File: src/rtl/mult_div_seq.sv
// rtl/mult_div_seq.sv - sequential signed 32x32 multiply / 32/32 divide, fixed 34-cycle latency
// Operands are handled as magnitudes; signs are reapplied in FIX.
module mult_div_seq (
  input  logic        clk,
  input  logic        reset,
  input  logic        MultCtrl,
  input  logic        DivCtrl,
  input  logic [31:0] A,
  input  logic [31:0] B,
  output logic [31:0] HI,
  output logic [31:0] LO,
  output logic        MultOut,
  output logic        DivOut,
  output logic        divZero,
  output logic        busy
);

  typedef enum logic [2:0] {IDLE, MRUN, DRUN, FIX, DONE} state_t;

  state_t      state_q, state_d;
  logic [5:0]  cnt_q, cnt_d;
  logic [63:0] acc_q, acc_d;
  logic [31:0] rem_q, rem_d;
  logic [31:0] opb_q, opb_d;
  logic        sign_q, sign_d;
  logic        rsign_q, rsign_d;
  logic        is_div_q, is_div_d;
  logic [31:0] hi_q, hi_d;
  logic [31:0] lo_q, lo_d;
  logic        mult_out_q, mult_out_d;
  logic        div_out_q, div_out_d;
  logic        div_zero_q, div_zero_d;

  logic [31:0] abs_a, abs_b;
  logic [32:0] add_sum;
  logic [32:0] rem_shift, rem_trial;
  logic [63:0] prod_fix;
  logic [31:0] quo_fix, rem_fix;

  assign abs_a = A[31] ? (~A + 32'd1) : A;
  assign abs_b = B[31] ? (~B + 32'd1) : B;

  // Multiply: acc holds {partial product, remaining multiplier bits}.
  assign add_sum = {1'b0, acc_q[63:32]} + {1'b0, (acc_q[0] ? opb_q : 32'd0)};

  // Divide: acc[31:0] shifts dividend bits out and quotient bits in.
  assign rem_shift = {rem_q, acc_q[31]};
  assign rem_trial = rem_shift - {1'b0, opb_q};

  assign prod_fix = sign_q  ? (~acc_q + 64'd1)        : acc_q;
  assign quo_fix  = sign_q  ? (~acc_q[31:0] + 32'd1)  : acc_q[31:0];
  assign rem_fix  = rsign_q ? (~rem_q + 32'd1)        : rem_q;

  always_ff @(posedge clk) begin
    if (reset) begin
      state_q    <= IDLE;
      cnt_q      <= 6'd0;
      acc_q      <= 64'd0;
      rem_q      <= 32'd0;
      opb_q      <= 32'd0;
      sign_q     <= 1'b0;
      rsign_q    <= 1'b0;
      is_div_q   <= 1'b0;
      hi_q       <= 32'd0;
      lo_q       <= 32'd0;
      mult_out_q <= 1'b0;
      div_out_q  <= 1'b0;
      div_zero_q <= 1'b0;
    end else begin
      state_q    <= state_d;
      cnt_q      <= cnt_d;
      acc_q      <= acc_d;
      rem_q      <= rem_d;
      opb_q      <= opb_d;
      sign_q     <= sign_d;
      rsign_q    <= rsign_d;
      is_div_q   <= is_div_d;
      hi_q       <= hi_d;
      lo_q       <= lo_d;
      mult_out_q <= mult_out_d;
      div_out_q  <= div_out_d;
      div_zero_q <= div_zero_d;
    end
  end

  always_comb begin
    state_d    = state_q;
    cnt_d      = cnt_q;
    acc_d      = acc_q;
    rem_d      = rem_q;
    opb_d      = opb_q;
    sign_d     = sign_q;
    rsign_d    = rsign_q;
    is_div_d   = is_div_q;
    hi_d       = hi_q;
    lo_d       = lo_q;
    mult_out_d = 1'b0;
    div_out_d  = 1'b0;
    div_zero_d = 1'b0;

    case (state_q)
      IDLE: begin
        if (MultCtrl) begin
          acc_d    = {32'd0, abs_b};
          opb_d    = abs_a;
          sign_d   = A[31] ^ B[31];
          is_div_d = 1'b0;
          cnt_d    = 6'd0;
          state_d  = MRUN;
        end else if (DivCtrl) begin
          if (B == 32'd0) begin
            div_zero_d = 1'b1;
          end else begin
            acc_d    = {32'd0, abs_a};
            rem_d    = 32'd0;
            opb_d    = abs_b;
            sign_d   = A[31] ^ B[31];
            rsign_d  = A[31];
            is_div_d = 1'b1;
            cnt_d    = 6'd0;
            state_d  = DRUN;
          end
        end
      end

      MRUN: begin
        acc_d = {add_sum, acc_q[31:1]};
        cnt_d = cnt_q + 6'd1;
        if (cnt_q == 6'd31) state_d = FIX;
      end

      DRUN: begin
        // Restoring step: keep the trial difference only when it did not borrow.
        if (!rem_trial[32]) begin
          rem_d = rem_trial[31:0];
          acc_d = {acc_q[63:32], acc_q[30:0], 1'b1};
        end else begin
          rem_d = rem_shift[31:0];
          acc_d = {acc_q[63:32], acc_q[30:0], 1'b0};
        end
        cnt_d = cnt_q + 6'd1;
        if (cnt_q == 6'd31) state_d = FIX;
      end

      FIX: begin
        if (is_div_q) begin
          hi_d      = rem_fix;
          lo_d      = quo_fix;
          div_out_d = 1'b1;
        end else begin
          hi_d       = prod_fix[63:32];
          lo_d       = prod_fix[31:0];
          mult_out_d = 1'b1;
        end
        state_d = DONE;
      end

      DONE: begin
        state_d = IDLE;
      end

      default: begin
        state_d = IDLE;
      end
    endcase
  end

  assign HI      = hi_q;
  assign LO      = lo_q;
  assign MultOut = mult_out_q;
  assign DivOut  = div_out_q;
  assign divZero = div_zero_q;
  assign busy    = (state_q != IDLE);

endmodule
File: config.mk
export PLATFORM = sky130hd
export DESIGN_NAME = mult_div_seq
export DESIGN_NICKNAME = d
export VERILOG_FILES = /design/src/rtl/mult_div_seq.sv
export SDC_FILE = /design/constraint.sdc
export NUM_CORES = 1
export LEC_CHECK = 0
export ABC_CLOCK_PERIOD_IN_PS = 9200
export BUFFER_PORTS_ARGS = -buffer_cell sky130_fd_sc_hd__buf_2
export CAP_MARGIN = 40
export CORE_AREA = 2 2 153 192
export DETAILED_ROUTE_END_ITERATION = 16
export DIE_AREA = 0 0 155 194
export GPL_ROUTABILITY_DRIVEN = 1
export PLACE_DENSITY = 0.74
export REMOVE_ABC_BUFFERS = 1
export SYNTH_ARGS = -nofsm -noshare
export SYNTH_HDL_FRONTEND = slang
export SYNTH_SLANG_ARGS = --single-unit
export TNS_END_PERCENT = 5
File: constraint.sdc
create_clock -name clk -period 9.2 [get_ports clk]
set_clock_uncertainty 0.1 [all_clocks]
set_input_delay 2.3 -clock clk [delete_from_list [all_inputs] [get_ports clk]]
set_output_delay 2.3 -clock clk [all_outputs]
set_load 0.1 [all_outputs]
# Word-level counts from Yosys, hierarchy flattened

Cells that the tools add are included.

Register bits after elaboration: 207
Input port bits: 68
Output and inout bits: 68
Logic and storage cells: 102

$add $sub $neg: 8
Equal/unequal tests: 11
Muxes and demuxes: 39
Bitwise gates (word level): 12
Reduce and logical (&&, ||, !) cells: 18

Operators by type and width:

| operator                                                        | count |
|---|---|
| 32-bit 2-to-1 mux                                               | 14 |
| 64-bit 2-to-1 mux                                               | 4 |
| 64-bit one-hot mux with 3 select lines                          | 1 |
| 32-bit by 1-bit adder with 32-bit output, second input constant | 4 |
| 32-bit inverter                                                 | 4 |
| 64-bit by 1-bit adder with 64-bit output, second input constant | 1 |
| 64-bit inverter                                                 | 1 |
| 32-bit one-hot mux with 2 select lines                          | 1 |
| 32-bit by 32-bit adder with 33-bit output                       | 1 |
| 33-bit by 32-bit subtractor with 33-bit output                  | 1 |
| 32-bit zero test                                                | 1 |
| 6-bit 2-to-1 mux                                                | 3 |
| 3-bit 2-to-1 mux                                                | 4 |
| 6-bit one-hot mux with 2 select lines                           | 1 |
| 3-bit AND reduction                                             | 4 |
| 4-bit AND reduction                                             | 3 |
| 1-bit 2-to-1 mux                                                | 10 |
| 3-bit one-hot mux with 3 select lines                           | 1 |
| 2-bit != test, second input constant                            | 4 |
| 2-bit nonzero test                                              | 4 |
| 6-bit by 1-bit adder with 6-bit output, second input constant   | 1 |
| 3-bit by 2-bit == test with 1-bit output, second input constant | 2 |
| 6-bit by 5-bit == test with 1-bit output, second input constant | 1 |
| 3-bit != test, second input constant                            | 2 |
| 8 further kinds                                                 | 15 |

# Depth between registers and ports, before layout

Depth after elaboration: 7
Gate-level depth with buffers: 15
Depth with buffers taken out: 13

# Worst setup path after synthesis

OpenSTA, ideal clock, no wires.

Path kind: input to register
From: in B[13]
To: reg opb_q[8]
Setup time: 0.128 ns
Arrival: 4.922 ns
Required time: 8.972 ns
Setup slack: 4.050 ns
Stages on the path: 10
Buffers on the path: 2
Path through: or4_1 > nor4_1 > nand4_1 > o31a_1 > o21ai_0 > buf_2 > buf_1 > a211oi_1 > a21oi_1 > nor2_1

Word-level cells in the longest chain between the ends: 3

Ends and longest elaborated chain:

| item                                 | RTL line | text |
|---|---|---|
| start, declared                      | 9        | `input logic [31:0] B,` |
| 32-bit zero test                     | 111      | `if (B == 32'd0) begin` |
| 2-bit != test (no source line)       | -        |  |
| 3-bit AND reduction (no source line) | -        |  |
| end signal, assigned                 | 74       | `opb_q <= opb_d;` |
| end, declared                        | 24       | `logic [31:0] opb_q, opb_d;` |

Every way passes these cells.
A chain may end at the register's enable or synchronous reset.

# Worst setup path after layout

From: in B[13]
To: reg opb_q[22]

Word-level cells in the longest chain between the ends: 6
Elaborated cells on any way between the ends: 9
Those cells by class: 1 x add/sub; 1 x eq/ne; 4 x mux; 1 x bitwise; 2 x reduce/logical

Ends and longest elaborated chain:

| item                                     | RTL line | text |
|---|---|---|
| 32-bit inverter                          | 41       | `assign abs_b = B[31] ? (~B + 32'd1) : B;` |
| 32-bit by 1-bit adder with 32-bit output | 41       |  |
| 32-bit 2-to-1 mux                        | 41       |  |
| 32-bit 2-to-1 mux                        | 111      |  |
| 32-bit 2-to-1 mux                        | 110      | `end else if (DivCtrl) begin` |
| 32-bit 2-to-1 mux                        | 103      | `if (MultCtrl) begin` |

Several ways; a longest one is shown, not always the timed one. The select of a mux whose other input is x is not followed.

==> results.cfg <==
[worst_hold_path]
hp-class = flip-flop to flip-flop

[layout]
fillers = 2635
drive_gt1_share_pct = 10.8
n_antenna_cell = 0
multiInputGateArea_um2 = 10500
register_area_um2 = 4150
fin_util_pct = 59.8
syn_to_final_growth_pct = 10.0
fin_nets = 2234

[cts]
cts_setup_buffers = 0
cts_resized = 0
path_clk_slew_ps = 60
ctsHoldBuffers = 0
htreeDepth = 1
clk_latency_ps = 540
tritoncts = done
numClockSinks = 207
cts-buffers-inserted = 23
cts_max_path_buffers = 3
clock-root-buffer = clkbuf_16

[floorplan]
dieWidth_um = 155
ios = 136
initial_core_util_pct = 54.3
die_area_um2 = 30100
fp.dieH_um = 194
core_region_area_um2 = 28200
rows = 69

[critical_path]
crit_path_max_fanout = 27
max_stage_delay_ps = 600
crit_slowest_cell = o21ai_2
endpoint_kind = flip-flop
worstPathRequired_ps = 9480
critPathLaunchType = input pin
critical_path.top_delay_family = simple AND/OR/NAND/NOR gates
setup.worst_path.class = input pin to flip-flop
crit_path_cell_trace = buf_2 -> or4_1 -> nor4_1 -> nand4_1 -> o31a_1 -> o21ai_2 -> buf_4 -> or3_1 -> a21oi_1
arrival_ps = 5480
path_buf_inv = 2

[sta]
finalCriticalPeriod_ps = 5190
slew_headroom_pct = 38.3
period_share_pct = 56.4
finalSetupTns_ps = 0
finalHoldViolCount = 0
finalMaxSlewViolations = 0
fmax_ghz = 0.193
max_slew.worst_pin.slew_ps = 901
rsz0062_at_grt = no
finalSetupViolations = 0
setup_slack_ps = 4010

[global_routing]
antenna_found_initial = 0
grt_pass1_wl_mm = 78.9
grt_pass1_vias = 14520
grt_max_degree = 79
globalRouteTotalUtil_pct = 32.5
gr-total-overflow = 0

[yosys]
synth_top_area_share_pct = 27.0
synth.avg_cell_area_um2 = 7.48
synthTopCellsByCount = nand2_1, nor2_1, dfxtp_1
synth_flop_cell = dfxtp_1
synth-async-reset-ratio_pct = 0
yosysMostFrequentCell = nand2_1
synthesis.area_um2 = 15300
ys_seq_elements = 207
seq_area_frac_synth_pct = 27.0
yosysTopAreaCell = dfxtp_1
synthDistinctLibCells = 74
synth.area.top_cells = dfxtp_1, xnor2_1, nand2_1, nor2_1, ha_1
synthCells = 2050
synth_edf_count = 0
yosysWarnings = 0

[power_and_ir_drop]
power-per-cell-area_nw_per_um2 = 196
p_leak_nw = 6.73
peakVddDrop_mv = 0.171

[route]
via_count = 15696
dr.pass1.iters = 6
drc = 0
vias_per_cell = 6.37
avgRoutedWirePerCell_um = 20.6
drt_iter0_markers = 1452
postRouteAntennaNets = 0
postRouteWirelength_mm = 50.7

[run]
cap_violations = 0

[placed_design]
dp_hpwl_mm = 38.6
io_buffers = 135
pre_cts_ws_ps = 3520
gp_congestion = 0.976

[outcome]
outcome = completed
-- per-layer routing --
layer	GRT usage (%)	part of all wire, %
met4	16.9	5.8
met1	39.2	39
met3	3.51	6.3
met5	0	0
met2	56.5	49
-- per-stage QoR --
stage               cells  power (mW)  cell area (um^2)  hold slack, ps
global route         2465        3.47             16900             367
floorplan            1910        1.99             14800             326
global placement     2423        2.37             16100             336
finish               2465        3.31             16900             344
detailed placement   2425        2.38             16100             334
CTS                  2465        3.30             16900             349
-- report_power, final --
part	switching [mW]	internal (mW)
clock network	0.389	0.530
registers	0.123	0.986
logic	0.868	0.416
-- final timing paths --
| path | startpoint | to | slack, ps | cells after the start |
|---|---|---|---|---|
| setup / recovery | B[13] | opb_q[22] | 4010 | 9 |
| hold reg to reg | HI[29] | HI[29] | 340 | 1 |
| hold / removal | HI[29] | HI[29] | 340 | 1 |
| setup reg to reg | acc_q[0] | acc_q[59] | 4910 | 12 |
-- worst register-to-register path: cells and delay by family, from the launching register on --
kind,cells,cell delay (ps)
buffers and inverters,2,380
xor gates and xnor gates,1,160
AOI/OAI and AO/OA,4,1550
DFF,1,530
adders and majority gates,1,310
and+or+nand+nor,4,1130
-- layout by cell type (no fill, tap or decap), types with 27 or more instances in the layout --
cell        n
dfxtp_1   205
a21o_1     27
xor2_1     80
xnor2_1   115
a211oi_1   78
buf_2     134
nor3_1     33
o21ai_0   148
o211ai_1   34
a21oi_1   146
nand2_1   248
o31ai_1    47
or3_1      35
ha_1       69
nor2_1    234
inv_1      61
-- registers in the layout, summed over array words and instances (netlist names) --
register  cells
opb_q        32
DivOut        1
LO           32
acc_q        64
divZero       1
cnt_q         6
MultOut       1
is_div_q      1
rem_q        32
state_q       3
HI           32
sign_q        1
rsign_q       1
-- layout make-up --
cell class / instances / area share [%]
Timing Repair Buffer: 160 / 5.13
Sequential cell: 207 / 24.6
Clock inverter: 4 / 0.156
Tap cell: 355 / 2.63
Multi-Input combinational cell: 1642 / 61.9
Clock buffer: 36 / 4.23
Inverter: 61 / 1.36
-- cells by family (layout without fill, tap and decap cells) --
family	Yosys count	count (layout)	share of synthesized area, %
buffers and inverters	201	261	5.06
xor gates and xnor gates	195	195	11.1
DFF	207	207	27.0
adders and majority gates	71	71	5.89
AOI/OAI and AO/OA	661	661	28.9
muxes	20	20	1.33
and+or+nand+nor	695	695	20.7
(Power assumes the default switching activity.)
